File: config.mk
export PLATFORM = sky130hd
export DESIGN_NAME = scroll_step_gen
export DESIGN_NICKNAME = d
export VERILOG_FILES = /design/src/rtl/scroll_pkg.sv /design/src/rtl/key_debounce.sv /design/src/rtl/scroll_step_gen.sv
export SDC_FILE = /design/constraint.sdc
export NUM_CORES = 1
export LEC_CHECK = 0
export ABC_AREA = 1
export BUFFER_PORTS_ARGS = -buffer_cell sky130_fd_sc_hd__buf_2
export CAP_MARGIN = 20
export CORE_ASPECT_RATIO = 1.25
export CORE_MARGIN = 2
export CORE_UTILIZATION = 35
export CTS_CLUSTER_SIZE = 14
export DETAILED_ROUTE_END_ITERATION = 16
export PLACE_DENSITY = 0.58
export SYNTH_ARGS = -nofsm -noshare
export SYNTH_HDL_FRONTEND = slang
export SYNTH_SLANG_ARGS = --single-unit
export TNS_END_PERCENT = 30
File: constraint.sdc
create_clock -name clk -period 2.6 [get_ports clk]
set_input_delay 0.13 -clock clk [delete_from_list [all_inputs] [get_ports clk]]
set_output_delay 0.13 -clock clk [all_outputs]
set_load 0.01 [all_outputs]
File: src/rtl/scroll_pkg.sv
// rtl/scroll_pkg.sv - shared constants and debounce state encoding for the scroll step generator
package scroll_pkg;

    typedef enum logic [1:0] {
        DB_IDLE         = 2'd0,
        DB_PRESS_WAIT   = 2'd1,
        DB_PRESSED      = 2'd2,
        DB_RELEASE_WAIT = 2'd3
    } db_state_e;

    // 10 ms of stability at 50 MHz before a key edge is believed
    localparam int unsigned DEF_DB_CYCLES = 500000;
    // 8 Hz auto-scroll at 50 MHz for the fastest rate
    localparam int unsigned DEF_BASE_DIV  = 6250000;
    localparam int unsigned DEF_CNT_W     = 8;

endpackage

File: src/rtl/key_debounce.sv
// rtl/key_debounce.sv - key_n synchroniser and debounce FSM producing a single press pulse
module key_debounce
    import scroll_pkg::*;
#(
    parameter int unsigned DB_CYCLES = DEF_DB_CYCLES
) (
    input  logic clk,
    input  logic rst_n,
    input  logic key_n,
    output logic press_pulse,
    output logic key_level
);

    localparam int unsigned DB_W = $clog2(DB_CYCLES);
    localparam logic [DB_W-1:0] DB_LAST = DB_W'(DB_CYCLES - 1);

    logic [1:0]      sync_q, sync_d;
    db_state_e       state_q, state_d;
    logic [DB_W-1:0] db_cnt_q, db_cnt_d;
    logic            key_level_q, key_level_d;
    logic            key_s;

    // key_s is 0 while the button is held (active-low, like the raw key)
    assign key_s       = sync_q[1];
    assign key_level   = key_level_q;

    // State registers; synchroniser resets to the released level
    always_ff @(posedge clk or negedge rst_n) begin
        if (!rst_n) begin
            sync_q      <= 2'b11;
            state_q     <= DB_IDLE;
            db_cnt_q    <= '0;
            key_level_q <= 1'b0;
        end else begin
            sync_q      <= sync_d;
            state_q     <= state_d;
            db_cnt_q    <= db_cnt_d;
            key_level_q <= key_level_d;
        end
    end

    // Next-state logic; the press pulse is issued on the PRESS_WAIT -> PRESSED transition
    always_comb begin
        sync_d      = {sync_q[0], key_n};
        state_d     = state_q;
        db_cnt_d    = db_cnt_q;
        press_pulse = 1'b0;
        case (state_q)
            DB_IDLE: begin
                if (!key_s) begin
                    state_d  = DB_PRESS_WAIT;
                    db_cnt_d = '0;
                end
            end
            DB_PRESS_WAIT: begin
                if (key_s) begin
                    state_d = DB_IDLE;
                end else if (db_cnt_q == DB_LAST) begin
                    state_d     = DB_PRESSED;
                    press_pulse = 1'b1;
                end else begin
                    db_cnt_d = db_cnt_q + DB_W'(1);
                end
            end
            DB_PRESSED: begin
                if (key_s) begin
                    state_d  = DB_RELEASE_WAIT;
                    db_cnt_d = '0;
                end
            end
            DB_RELEASE_WAIT: begin
                if (!key_s) begin
                    state_d = DB_PRESSED;
                end else if (db_cnt_q == DB_LAST) begin
                    state_d = DB_IDLE;
                end else begin
                    db_cnt_d = db_cnt_q + DB_W'(1);
                end
            end
            default: state_d = DB_IDLE;
        endcase
        key_level_d = (state_d == DB_PRESSED) || (state_d == DB_RELEASE_WAIT);
    end

endmodule

File: src/rtl/scroll_step_gen.sv
// rtl/scroll_step_gen.sv - merges debounced key presses and auto-scroll ticks into a one-cycle step enable
module scroll_step_gen
    import scroll_pkg::*;
#(
    parameter int unsigned DB_CYCLES = DEF_DB_CYCLES,
    parameter int unsigned BASE_DIV  = DEF_BASE_DIV,
    parameter int unsigned CNT_W     = DEF_CNT_W
) (
    input  logic             clk,
    input  logic             reset,
    input  logic             key_n,
    input  logic             auto_en,
    input  logic [1:0]       rate_sel,
    output logic             step,
    output logic             key_level,
    output logic [CNT_W-1:0] step_count
);

    localparam int unsigned PRE_W = $clog2(BASE_DIV << 3);
    localparam logic [PRE_W-1:0] P_LAST0 = PRE_W'(BASE_DIV - 1);
    localparam logic [PRE_W-1:0] P_LAST1 = PRE_W'((BASE_DIV << 1) - 1);
    localparam logic [PRE_W-1:0] P_LAST2 = PRE_W'((BASE_DIV << 2) - 1);
    localparam logic [PRE_W-1:0] P_LAST3 = PRE_W'((BASE_DIV << 3) - 1);

    logic [1:0]       rst_sync_q, rst_sync_d;
    logic             rst_n;
    logic             press_pulse;
    logic             auto_en_q, auto_en_d;
    logic [1:0]       rate_sel_q, rate_sel_d;
    logic [PRE_W-1:0] pre_cnt_q, pre_cnt_d;
    logic             step_q, step_d;
    logic [CNT_W-1:0] step_count_q, step_count_d;
    logic [PRE_W-1:0] p_last;
    logic             restart;
    logic             auto_pulse;

    assign rst_n      = rst_sync_q[1];
    assign step       = step_q;
    assign step_count = step_count_q;

    // Reset asserts immediately but is released two clocks later, in step with clk
    always_ff @(posedge clk or negedge reset) begin
        if (!reset) begin
            rst_sync_q <= 2'b00;
        end else begin
            rst_sync_q <= rst_sync_d;
        end
    end

    key_debounce #(
        .DB_CYCLES(DB_CYCLES)
    ) u_key_debounce (
        .clk        (clk),
        .rst_n      (rst_n),
        .key_n      (key_n),
        .press_pulse(press_pulse),
        .key_level  (key_level)
    );

    // Prescaler, control shadows, step and step counter registers
    always_ff @(posedge clk or negedge rst_n) begin
        if (!rst_n) begin
            auto_en_q    <= 1'b0;
            rate_sel_q   <= 2'd0;
            pre_cnt_q    <= '0;
            step_q       <= 1'b0;
            step_count_q <= '0;
        end else begin
            auto_en_q    <= auto_en_d;
            rate_sel_q   <= rate_sel_d;
            pre_cnt_q    <= pre_cnt_d;
            step_q       <= step_d;
            step_count_q <= step_count_d;
        end
    end

    // Prescaler restart/terminal count and merge of the two step sources
    always_comb begin
        rst_sync_d = {rst_sync_q[0], 1'b1};
        auto_en_d  = auto_en;
        rate_sel_d = rate_sel;
        auto_pulse = 1'b0;
        pre_cnt_d  = pre_cnt_q;
        case (rate_sel_q)
            2'd0:    p_last = P_LAST0;
            2'd1:    p_last = P_LAST1;
            2'd2:    p_last = P_LAST2;
            default: p_last = P_LAST3;
        endcase
        restart = (auto_en && !auto_en_q) || (rate_sel != rate_sel_q) || press_pulse;
        if (!auto_en || restart) begin
            pre_cnt_d = '0;
        end else if (pre_cnt_q == p_last) begin
            auto_pulse = 1'b1;
            pre_cnt_d  = '0;
        end else begin
            pre_cnt_d = pre_cnt_q + PRE_W'(1);
        end
        // A source firing right after a step is folded into that step so step never repeats back to back
        step_d       = (press_pulse || auto_pulse) && !step_q;
        step_count_d = step_d ? step_count_q + CNT_W'(1) : step_count_q;
    end

endmodule
==> metrics.csv, run 1 <==
metric,value,unit
status,"complete, no violations",
max_slew_margin,0.538,
antenna_found_initial,0,
ys_warn_count,0,
ir_worst_vdd,322,uV
cts-root-buf,clkbuf_16,
cts_max_level,3,
synth.top_cell.area_share,0.380,
required,2.82,ns
arrival,2.51,ns
grt_first_pass_wirelength,17700,um
worst-slew-pin-transition,0.694,ns
synth_seq_cells,64,
syn_inst,566,
yosysUniqueCellTypes,46,
drive_above_1_share,0.117,
hold_viol_final,0,
dpl.hpwl,8050,um
syn_area_per_cell,7.21,um^2
cts_resized,0,
finalCritPeriodShare,0.881,
ant_nets,0,
wirelength,10400,um
drc,0,
start_kind,flip-flop,
io_pins,16,
fin_worst_skew,0.00816,ns
die_area,0.0125,mm^2
cts.sinks,64,
critPathKind,reg -> reg,
wire_per_inst,14.1,um
syn_to_final_growth,14.3,%
end_kind,flip-flop,
min_period,2.29,ns
fin_util,0.405,
placed_area,0.00429,mm^2
diodes,0,
power_density,521,mW/mm^2
synthFlopType,dfrtp_1,
setup_viol,0,
drv_slew,0,
total_leakage_power,1.94,nW
synth_nets,575,
grt_use_total,0.177,
grt_pass1_vias,3727,
setup_tns,0,ns
cts_inserted_buffers,9,
gp_congestion,1.00,
clock_path_buffers,2,
rsz0062_at_grt,no,
core,0.0115,mm^2
yosysTopAreaCell,dfrtp_1,
final_cell_area,0.00466,mm^2
dp_slack,0.306,ns
worst_skew_pair.late_latency,0.33,ns
async_reset_ff_frac,1.00,
grt_start_max_net_pins,24,
synth_edf_count,0,
post-cts-setup-buffer-count,0,
io_buffers,15,
synthTopCellsByCount,"nand2_1, nor2_1, dfrtp_1, inv_1, nand3_1",
setup_ws,0.309,ns
overflow,0,
vias,3762,
firstDrtPassIters,5,
ff_latch_area,0.00161,mm^2
fp.dieH,125,um
max_freq,0.436,GHz
cp_max_fo,16,
fillCellCount,1189,
detail_route.vias_per_cell,5.11,
multi_input_area,0.00216,mm^2
synth_area,0.00408,mm^2
cap_violations,0,
synthTopCellsByArea,"dfrtp_1, nand2_1, nor2_1",
drt_iter0_drc,156,
synth_most_common_cell,nand2_1,
tritoncts,built,
die_w,101,um
clk_pin_slew,0.05,ns
num_rows,44,
nNetsFinal,602,
start_util,0.355,
worst_hold_path_type,in -> async,
synth-seq-area-share,0.393,
critical path, cell delays in order, from the launching register on:
cell and delay (ns):
dfrtp_1 0.79, nand2_2 0.27, nand2_2 0.13, nand2_1 0.05, nor2_1 0.11, nand2_1 0.06
nor2_1 0.10, nand2_1 0.13, nor2_4 0.15, nand2_2 0.08, nand2_4 0.10, nand2_4 0.09
nand2_1 0.07, nand2_1 0.05
area by class of cell:
class                      instances  share of cell area
inverter                          60              0.0488
tap                              138              0.0370
sequential                        64               0.344
timing repair buffer              26              0.0365
multi-input combinational        432               0.464
clock buffer                      11              0.0521
clock inverter                     5              0.0172
what timing repair did:
item                       4_1_cts  5_1_grt
hold endpoints to repair         6        0
hold buffers                     5        0
setup endpoints to repair        0        0
layer usage:
| layer | up-vias | wire length [um] | global-route usage |
|---|---|---|---|
| met5 | - | 0 | 0 |
| met4 | 0 | 468 | 0.102 |
| met3 | 35 | 346 | 0.0382 |
| met2 | 102 | 5100 | 0.281 |
| met1 | 1728 | 4460 | 0.220 |
| li1 | 1897 | - | - |
path summary, 6_finish.rpt:
kind	start	endpoint	slack (ns)	depth (start not counted)
setup / recovery	rate_sel_q[0]$_DFF_PN0_	step_count[7]$_DFFE_PN0P_	0.31	13
hold / removal	reset	rst_sync_q[1]$_DFF_PN0_	0.12	2
setup reg to reg	rate_sel_q[0]$_DFF_PN0_	step_count[7]$_DFFE_PN0P_	0.31	13
hold reg to reg	rst_sync_q[1]$_DFF_PN0_	step_count[7]$_DFFE_PN0P_	0.25	0
max in group asynchronous	rst_sync_q[1]$_DFF_PN0_	pre_cnt_q[2]$_DFF_PN0_	1.63	1
min in group clk	rst_sync_q[0]$_DFF_PN0_	rst_sync_q[1]$_DFF_PN0_	0.35	0
power by group:
part | switching [mW] | leakage, nW | internal (mW) | total (mW)
Sequential | 0.0237 | 0.865 | 1.01 | 1.03
Combinational | 0.0751 | 0.927 | 0.0349 | 0.110
Clock | 0.422 | 0.152 | 0.863 | 1.29
metrics by stage:
stage | power [mW] | hold slack, ns | std cells
3_3_place_gp | 1.16 | -0.0854 | 715
3_5_place_dp | 1.16 | -0.0828 | 715
2_1_floorplan | 1.13 | -0.166 | 566
6_report | 2.43 | 0.117 | 736
5_1_grt | 2.54 | 0.126 | 736
4_1_cts | 2.47 | 0.110 | 736
logic make-up after synthesis:
| logic type | synth area share |
|---|---|
| xor gates and xnor gates | 0.0659 |
| muxes | 0.00552 |
| and+or+nand+nor | 0.390 |
| AOI/OAI and AO/OA | 0.0589 |
| buffers and inverters | 0.0764 |
| adders and majority gates | 0.00920 |
| other | 0.000919 |
| DFF | 0.393 |
registers in the layout, summed over array words and instances, names as in the netlist:
signal,flops
auto_en_q,1
rst_sync_q,2
step,1
u_key_debounce.key_level,1
u_key_debounce.state_q,2
u_key_debounce.db_cnt_q,19
pre_cnt_q,26
u_key_debounce.sync_q,2
step_count,8
rate_sel_q,2
layout by cell type, fill, tap and decap left out, drive strengths merged, types with 2 or more instances in the layout:
cell           n
nand2        157
nor2          89
dfrtp         62
inv           59
nand3         41
nor3          33
xor2          25
o21ai         24
nand4         21
buf           21
clkbuf        11
a21oi          8
nor4           5
dlygate4sd3    5
xnor2          4
o22ai          3
nand3b         3
o21a           3
ha             3
mux2           2
nor3b          2
and3           2
clkinvlp       2
bufinv         2
dfstp          2
clkinv         2
No activity file was read; power rests on OpenSTA's default activity.
==> run 2, diff against run 1 <==
==> constraint.sdc (replaced) <==
create_clock -name clk -period 2.6 [get_ports clk]
set_input_delay 0.26 -clock clk [delete_from_list [all_inputs] [get_ports clk]]
set_output_delay 0.26 -clock clk [all_outputs]
set_load 0.01 [all_outputs]
==> run 2 against run 1 <==
Sequential share of layout area rose by 0.30 points. Clock skew about the same. Maximum frequency hardly changed. Critical path type unchanged. Largest power group unchanged. Highest routed layer unchanged.
==> metrics.csv, run 2 (synthesized netlist as in run 1, its figures left out) <==
metric,value,unit,change
final_cell_area,0.00462,mm^2,was 0.00466 mm^2
p_clk_frac,0.530,,was 0.529
regMostFlops,pre_cnt_q,,unchanged
cts_resized,0,,unchanged
combPwrFrac,0.043,,was 0.045
ff_latch_area,0.00161,mm^2,unchanged
overflow,0,,unchanged
post-cts-setup-buffer-count,0,,unchanged
clk_pin_slew,0.05,ns,about the same
setup_tns,0,ns,unchanged
worstRegToRegCells,13,,unchanged
path_cells,"nand2_2, nand2_2, nand2_1, nor2_1, nand2_1, nor2_1, nand2_1, nor2_4, nand2_2, nand2_4, nand2_4, nand2_1, nand2_1",,unchanged
fp.dieH,125,um,unchanged
total_leakage_power,1.93,nW,was 1.94 nW
p_seq_frac,0.427,,was 0.426
detail_route.vias_per_cell,5.14,,was 5.11
placed_area,0.00429,mm^2,unchanged
hold_depth,1,,
r2r_start,rate_sel_q[0]$_DFF_PN0_,,unchanged
arrival,2.51,ns,about the same
cap_violations,0,,unchanged
largest_register_ffs,26,,unchanged
cts-root-buf,clkbuf_16,,unchanged
multi_input_area,0.00216,mm^2,unchanged
fin_worst_skew,0.00816,ns,about the same
path_delay_family,simple AND/OR/NAND/NOR gates,,unchanged
clock_path_buffers,2,,unchanged
antenna_found_initial,0,,unchanged
core,0.0115,mm^2,unchanged
firstDrtPassIters,6,,was 5
max_freq,0.436,GHz,about the same
tritoncts,built,,unchanged
dpl.hpwl,8050,um,unchanged
cts_inserted_buffers,9,,unchanged
layout_common_cells,"nand2_1, nor2_1, dfrtp_1",,unchanged
status,"complete, no violations",,unchanged
rrSetupSlack,0.31,ns,about the same
die_area,0.0125,mm^2,unchanged
required,2.82,ns,about the same
reg2reg_to,step_count[7]$_DFFE_PN0P_,,unchanged
holdPathEnd,u_key_debounce.sync_q[0]$_DFF_PN1_,,
grt_start_max_net_pins,24,,unchanged
power.internal,1.91,mW,about the same
critPathKind,reg -> reg,,unchanged
num_rows,44,,unchanged
start_kind,flip-flop,,unchanged
drive_above_1_share,0.118,,was 0.117
rsz0062_at_grt,no,,unchanged
diodes,0,,unchanged
grt_first_pass_wirelength,17700,um,unchanged
sw_frac_of_total,0.215,,was 0.214
max_stage_delay,0.79,ns,about the same
io_pins,16,,unchanged
vias,3763,,"was 3,762"
ir_worst_vdd,321,uV,was 322 uV
fillCellCount,1194,,"was 1,189"
die_w,101,um,unchanged
p_sw,521,uW,about the same
worst_hold_path_type,in -> reg,,was in -> async
cp_max_fo,16,,unchanged
drc,0,,unchanged
ant_nets,0,,unchanged
grt_pass1_vias,3726,,"was 3,727"
start_util,0.355,,unchanged
drt_iter0_drc,166,,was 156
power_density,525,mW/mm^2,was 521 mW/mm^2
worst_skew_pair.late_latency,0.33,ns,about the same
max_slew_margin,0.537,,was 0.538
hold_viol_final,0,,unchanged
fin_util,0.402,,was 0.405
cts.sinks,64,,unchanged
cpMostUsedCell,nand2_1,,unchanged
io_buffers,15,,unchanged
drv_slew,0,,unchanged
worst-slew-pin-transition,0.695,ns,was 0.694 ns
end_kind,flip-flop,,unchanged
mostFrequentLayoutCell,nand2_1,,unchanged
wire_per_inst,14.1,um,about the same
cp.depth,13,,unchanged
cts_max_level,3,,unchanged
nNetsFinal,598,,was 602
wirelength,10400,um,about the same
grt_use_total,0.177,,unchanged
hp-start,key_n,,
syn_to_final_growth,13.3,%,was 14.3%
gp_congestion,1.00,,unchanged
min_period,2.29,ns,about the same
setup_viol,0,,unchanged
finalCritPeriodShare,0.881,,about the same
crit_path_top_delay_cell,dfrtp_1,,unchanged
worst-path-buf-inv,0,,unchanged
==> run 2: cell types whose count changed in the layout (fill, tap and decap cells not counted) <==
cell           before  now
dlygate4sd3_1       5    1
==> run 2: how the worst max path moves through the flow <==
stage	from	to	slack, ns
floorplan	rst_sync_q[1]$_DFF_PN0_	auto_en_q$_DFF_PN0_	0.69
global placement	rate_sel_q[0]$_DFF_PN0_	step_count[6]$_DFFE_PN0P_	0.38
detailed placement	rate_sel_q[0]$_DFF_PN0_	step_count[7]$_DFFE_PN0P_	0.31
CTS	rate_sel_q[0]$_DFF_PN0_	step_count[7]$_DFFE_PN0P_	0.30
global route	rate_sel_q[0]$_DFF_PN0_	step_count[4]$_DFFE_PN0P_	0.07
finish	rate_sel_q[0]$_DFF_PN0_	step_count[7]$_DFFE_PN0P_	0.31
==> run 2: what timing repair did <==
action / in CTS / in global routing
hold buffers: 1 / 0
hold endpoints to repair: 2 / 0
setup endpoints to repair: 0 / 0
==> run 2: layout make-up <==
| type | instances | area share |
|---|---|---|
| Clock buffer | 11 | 0.0525 |
| Clock inverter | 5 | 0.0173 |
| Inverter | 60 | 0.0493 |
| Multi-Input combinational cell | 432 | 0.468 |
| Sequential cell | 64 | 0.347 |
| Tap cell | 138 | 0.0373 |
| Timing Repair Buffer | 22 | 0.0281 |
==> run 2: power groups by stage <==
stage | Combinational [mW] | Sequential (mW) | Clock [mW]
2_1_floorplan | 0.0786 | 1.05 | 0
3_3_place_gp | 0.106 | 1.05 | 0
3_5_place_dp | 0.106 | 1.05 | 0
4_1_cts | 0.108 | 1.04 | 1.33
5_1_grt | 0.121 | 1.04 | 1.38
6_report | 0.105 | 1.03 | 1.29
==> run 2: worst register-to-register path, cell delays in order, from the launching register on <==
cell	delay [ns]
dfrtp_1	0.79
nand2_2	0.27
nand2_2	0.13
nand2_1	0.05
nor2_1	0.11
nand2_1	0.06
nor2_1	0.10
nand2_1	0.13
nor2_4	0.15
nand2_2	0.08
nand2_4	0.10
nand2_4	0.09
nand2_1	0.07
nand2_1	0.05
==> run 2: metal layers <==
metal  up-vias  global-route usage  wire length [um]
li1       1890                   -                 -
met1      1725               0.220              4410
met2       112               0.280              5100
met3        36              0.0382               370
met4         0               0.102               470
met5         -                   0                 0
==> run 2: through the flow <==
stage / total power, mW / instances / setup WS, ns / hold WS, ns
after floorplan: 1.13 / 566 / 0.690 / -0.0356
after detailed placement: 1.16 / 715 / 0.306 / 0.0472
final: 2.43 / 732 / 0.308 / 0.0299
after global placement: 1.16 / 715 / 0.381 / 0.0446
after global routing: 2.53 / 732 / 0.0668 / 0.0163
after CTS: 2.47 / 732 / 0.299 / 0.0197
==> run 3, diff against run 2 <==
--- a/config.mk
+++ b/config.mk
@@ -5,7 +5,6 @@
 export SDC_FILE = /design/constraint.sdc
 export NUM_CORES = 1
 export LEC_CHECK = 0
-export ABC_AREA = 1
 export BUFFER_PORTS_ARGS = -buffer_cell sky130_fd_sc_hd__buf_2
 export CAP_MARGIN = 20
 export CORE_ASPECT_RATIO = 1.25
==> run 3 against run 2 <==
Sequential power about the same. Critical path depth decreased by 5. Clock power shrank 15%. Cell area is 17% lower. Largest cell class is now flip-flops and latches. Hold slack improved by 0.0022 ns. Via count shrank 35%. Core utilization up 1.8 points. Clock skew down 0.00068 ns. Largest power group unchanged. Count of clock-buffer cells in the layout shrank 1.
==> metrics.csv, run 3 <==
metric,value,unit,change
multi_input_area,0.00160,mm^2,was 0.00216 mm^2
synth-seq-area-share,0.487,,was 0.393
syn_inst,343,,was 566
setup_tns,0,ns,unchanged
cts.sinks,64,,unchanged
cts-root-buf,clkbuf_16,,unchanged
max_stage_delay,0.42,ns,was 0.79 ns
synth_seq_cells,64,,unchanged
synth_most_common_cell,dfrtp_1,,was nand2_1
syn_area_per_cell,9.59,um^2,was 7.21 um^2
clock_path_buffers,2,,unchanged
gp_congestion,0.765,,was 1.00
hold_viol_final,0,,unchanged
stdcell_count,496,,was 732
worst-path-buf-inv,0,,unchanged
hold_buffers,1,,unchanged
start_util,0.361,,was 0.355
cp_max_fo,6,,was 16
num_rows,39,,was 44
detail_route.vias_per_cell,4.93,,was 5.14
grt_pass1_vias,2444,,"was 3,726"
worstSetupStartpoint,pre_cnt_q[0]$_DFF_PN0_,,was rate_sel_q[0]$_DFF_PN0_
path_delay_family,compound AO/OA/AOI/OAI gates,,was simple AND/OR/NAND/NOR gates
wire_per_inst,13.4,um,was 14.1 um
synthTopCellsByCount,"dfrtp_1, nor2_1, nand2_1, xnor2_1, nand3_1",,"was nand2_1, nor2_1, dfrtp_1, inv_1, nand3_1"
io_buffers,15,,unchanged
die_area,0.0102,mm^2,was 0.0125 mm^2
ys_warn_count,0,,unchanged
path_cells,"ha_1, nand3_2, a21oi_1, o2111ai_1, nor4_2, nand4b_1, a2111oi_2, xor2_1",,"was nand2_2, nand2_2, nand2_1, nor2_1, nand2_1, nor2_1, nand2_1, nor2_4, nand2_2, nand2_4, nand2_4, nand2_1, nand2_1"
crit_path_top_delay_cell,a2111oi_2,,was dfrtp_1
mostFrequentLayoutCell,dfrtp_1,,was nand2_1
end_kind,flip-flop,,unchanged
start_kind,flip-flop,,unchanged
r2r_start,pre_cnt_q[0]$_DFF_PN0_,,was rate_sel_q[0]$_DFF_PN0_
post-cts-setup-buffer-count,0,,unchanged
synth_edf_count,0,,unchanged
rrSetupSlack,0.29,ns,was 0.31 ns
power,2.20,mW,was 2.43 mW
drv_slew,0,,unchanged
placed_cells,479,,was 715
synthTopCellsByArea,"dfrtp_1, xnor2_1, nor2_1",,"was dfrtp_1, nand2_1, nor2_1"
synth_area,0.00329,mm^2,was 0.00408 mm^2
finalCritPeriodShare,0.887,,was 0.881
antenna_found_initial,0,,unchanged
yosysUniqueCellTypes,42,,was 46
fp.dieH,112,um,was 125 um
io_pins,16,,unchanged
worst_hold_path_type,in -> reg,,unchanged
layout_common_cells,"dfrtp_1, nor2_1, nand2_1",,"was nand2_1, nor2_1, dfrtp_1"
status,"complete, no violations",,unchanged
largest_register_ffs,26,,unchanged
drc,0,,unchanged
fillCellCount,900,,"was 1,194"
async_reset_ff_frac,1.00,,unchanged
synth.top_cell.area_share,0.471,,was 0.380
nNetsFinal,377,,was 598
wirelength,6650,um,"was 10,400 um"
regMostFlops,pre_cnt_q,,unchanged
clk_pin_slew,0.05,ns,about the same
cts_max_level,3,,unchanged
cp-endpoint,step_count[6]$_DFFE_PN0P_,,was step_count[7]$_DFFE_PN0P_
total_leakage_power,1.56,nW,was 1.93 nW
cts_resized,0,,unchanged
diodes,0,,unchanged
worst_skew_pair.late_latency,0.33,ns,about the same
ff_latch_area,0.00161,mm^2,unchanged
tritoncts,built,,unchanged
drt_iter0_drc,113,,was 166
overflow,0,,unchanged
power_density,575,mW/mm^2,was 525 mW/mm^2
core,0.00913,mm^2,was 0.0115 mm^2
vias,2447,,"was 3,763"
worstRegToRegCells,8,,was 13
required,2.85,ns,was 2.82 ns
firstDrtPassIters,4,,was 6
max_slew_margin,0.576,,was 0.537
grt_start_max_net_pins,37,,was 24
max_freq,0.434,GHz,was 0.436 GHz
yosysTopAreaCell,dfrtp_1,,unchanged
cap_violations,0,,unchanged
cp.depth,8,,was 13
worst-slew-pin-transition,0.636,ns,was 0.695 ns
grt_first_pass_wirelength,11600,um,"was 17,700 um"
placed_area,0.00355,mm^2,was 0.00429 mm^2
final_cell_area,0.00383,mm^2,was 0.00462 mm^2
grt_use_total,0.143,,was 0.177
cts_inserted_buffers,9,,unchanged
fin_worst_skew,0.00748,ns,was 0.00816 ns
die_w,90.7,um,was 101 um
dpl.hpwl,4710,um,was 8050 um
critPathKind,reg -> reg,,unchanged
arrival,2.56,ns,was 2.51 ns
setup_viol,0,,unchanged
min_period,2.31,ns,was 2.29 ns
drive_above_1_share,0.137,,was 0.118
reg2reg_to,step_count[6]$_DFFE_PN0P_,,was step_count[7]$_DFFE_PN0P_
synth_nets,352,,was 575
synthFlopType,dfrtp_1,,unchanged
syn_to_final_growth,16.5,%,was 13.3%
ir_worst_vdd,221,uV,was 321 uV
ant_nets,0,,unchanged
rsz0062_at_grt,no,,unchanged
==> run 3: worst min path at each step <==
stage | start | cells after the start | to
after floorplan | reset | 0 | rst_sync_q[0]$_DFF_PN0_
after global placement | reset | 1 | rst_sync_q[0]$_DFF_PN0_
after detailed placement | reset | 1 | rst_sync_q[0]$_DFF_PN0_
after CTS | key_n | 1 | u_key_debounce.sync_q[0]$_DFF_PN1_
after global routing | key_n | 1 | u_key_debounce.sync_q[0]$_DFF_PN1_
final | key_n | 1 | u_key_debounce.sync_q[0]$_DFF_PN1_
==> run 3: per-layer routing <==
| layer | share of wire | global-route usage | up-vias |
|---|---|---|---|
| met3 | 0.029 | 0.0389 | 9 |
| met5 | 0 | 0 | - |
| li1 | - | - | 1228 |
| met1 | 0.46 | 0.174 | 1189 |
| met4 | 0.017 | 0.0554 | 0 |
| met2 | 0.50 | 0.241 | 21 |
==> run 3: logic make-up (layout without fill, tap and decap cells) <==
logic type	Yosys count	after routing	share of synthesized area
xor gates and xnor gates	50	50	0.135
DFF	64	64	0.487
other	1	1	0.00114
buffers and inverters	18	48	0.0266
muxes	1	1	0.00342
adders and majority gates	3	3	0.0114
and+or+nand+nor	172	172	0.263
AOI/OAI and AO/OA	34	34	0.0719
==> run 3: layout make-up <==
type,count,area share
timing repair buffer,24,0.0444
clock inverter,6,0.00914
inverter,8,0.00784
sequential,64,0.419
multi-input combinational,261,0.417
clock buffer,10,0.0624
tap,123,0.0402
==> run 3: stage by stage <==
stage | hold WS, ns | utilization | setup WS, ns
4_1_cts | 0.0239 | 0.420 | 0.271
3_5_place_dp | 0.0490 | 0.389 | 0.299
2_1_floorplan | -0.0356 | - | 0.412
3_3_place_gp | 0.0476 | 0.389 | 0.361
5_1_grt | 0.0283 | 0.420 | 0.104
6_report | 0.0321 | 0.420 | 0.294
==> run 3: power by group <==
group | total [mW] | switching, mW | internal [mW]
combinational | 0.0704 | 0.0415 | 0.0289
sequential | 1.04 | 0.0240 | 1.01
clock | 1.10 | 0.436 | 0.663
total | 2.20 | 0.502 | 1.70
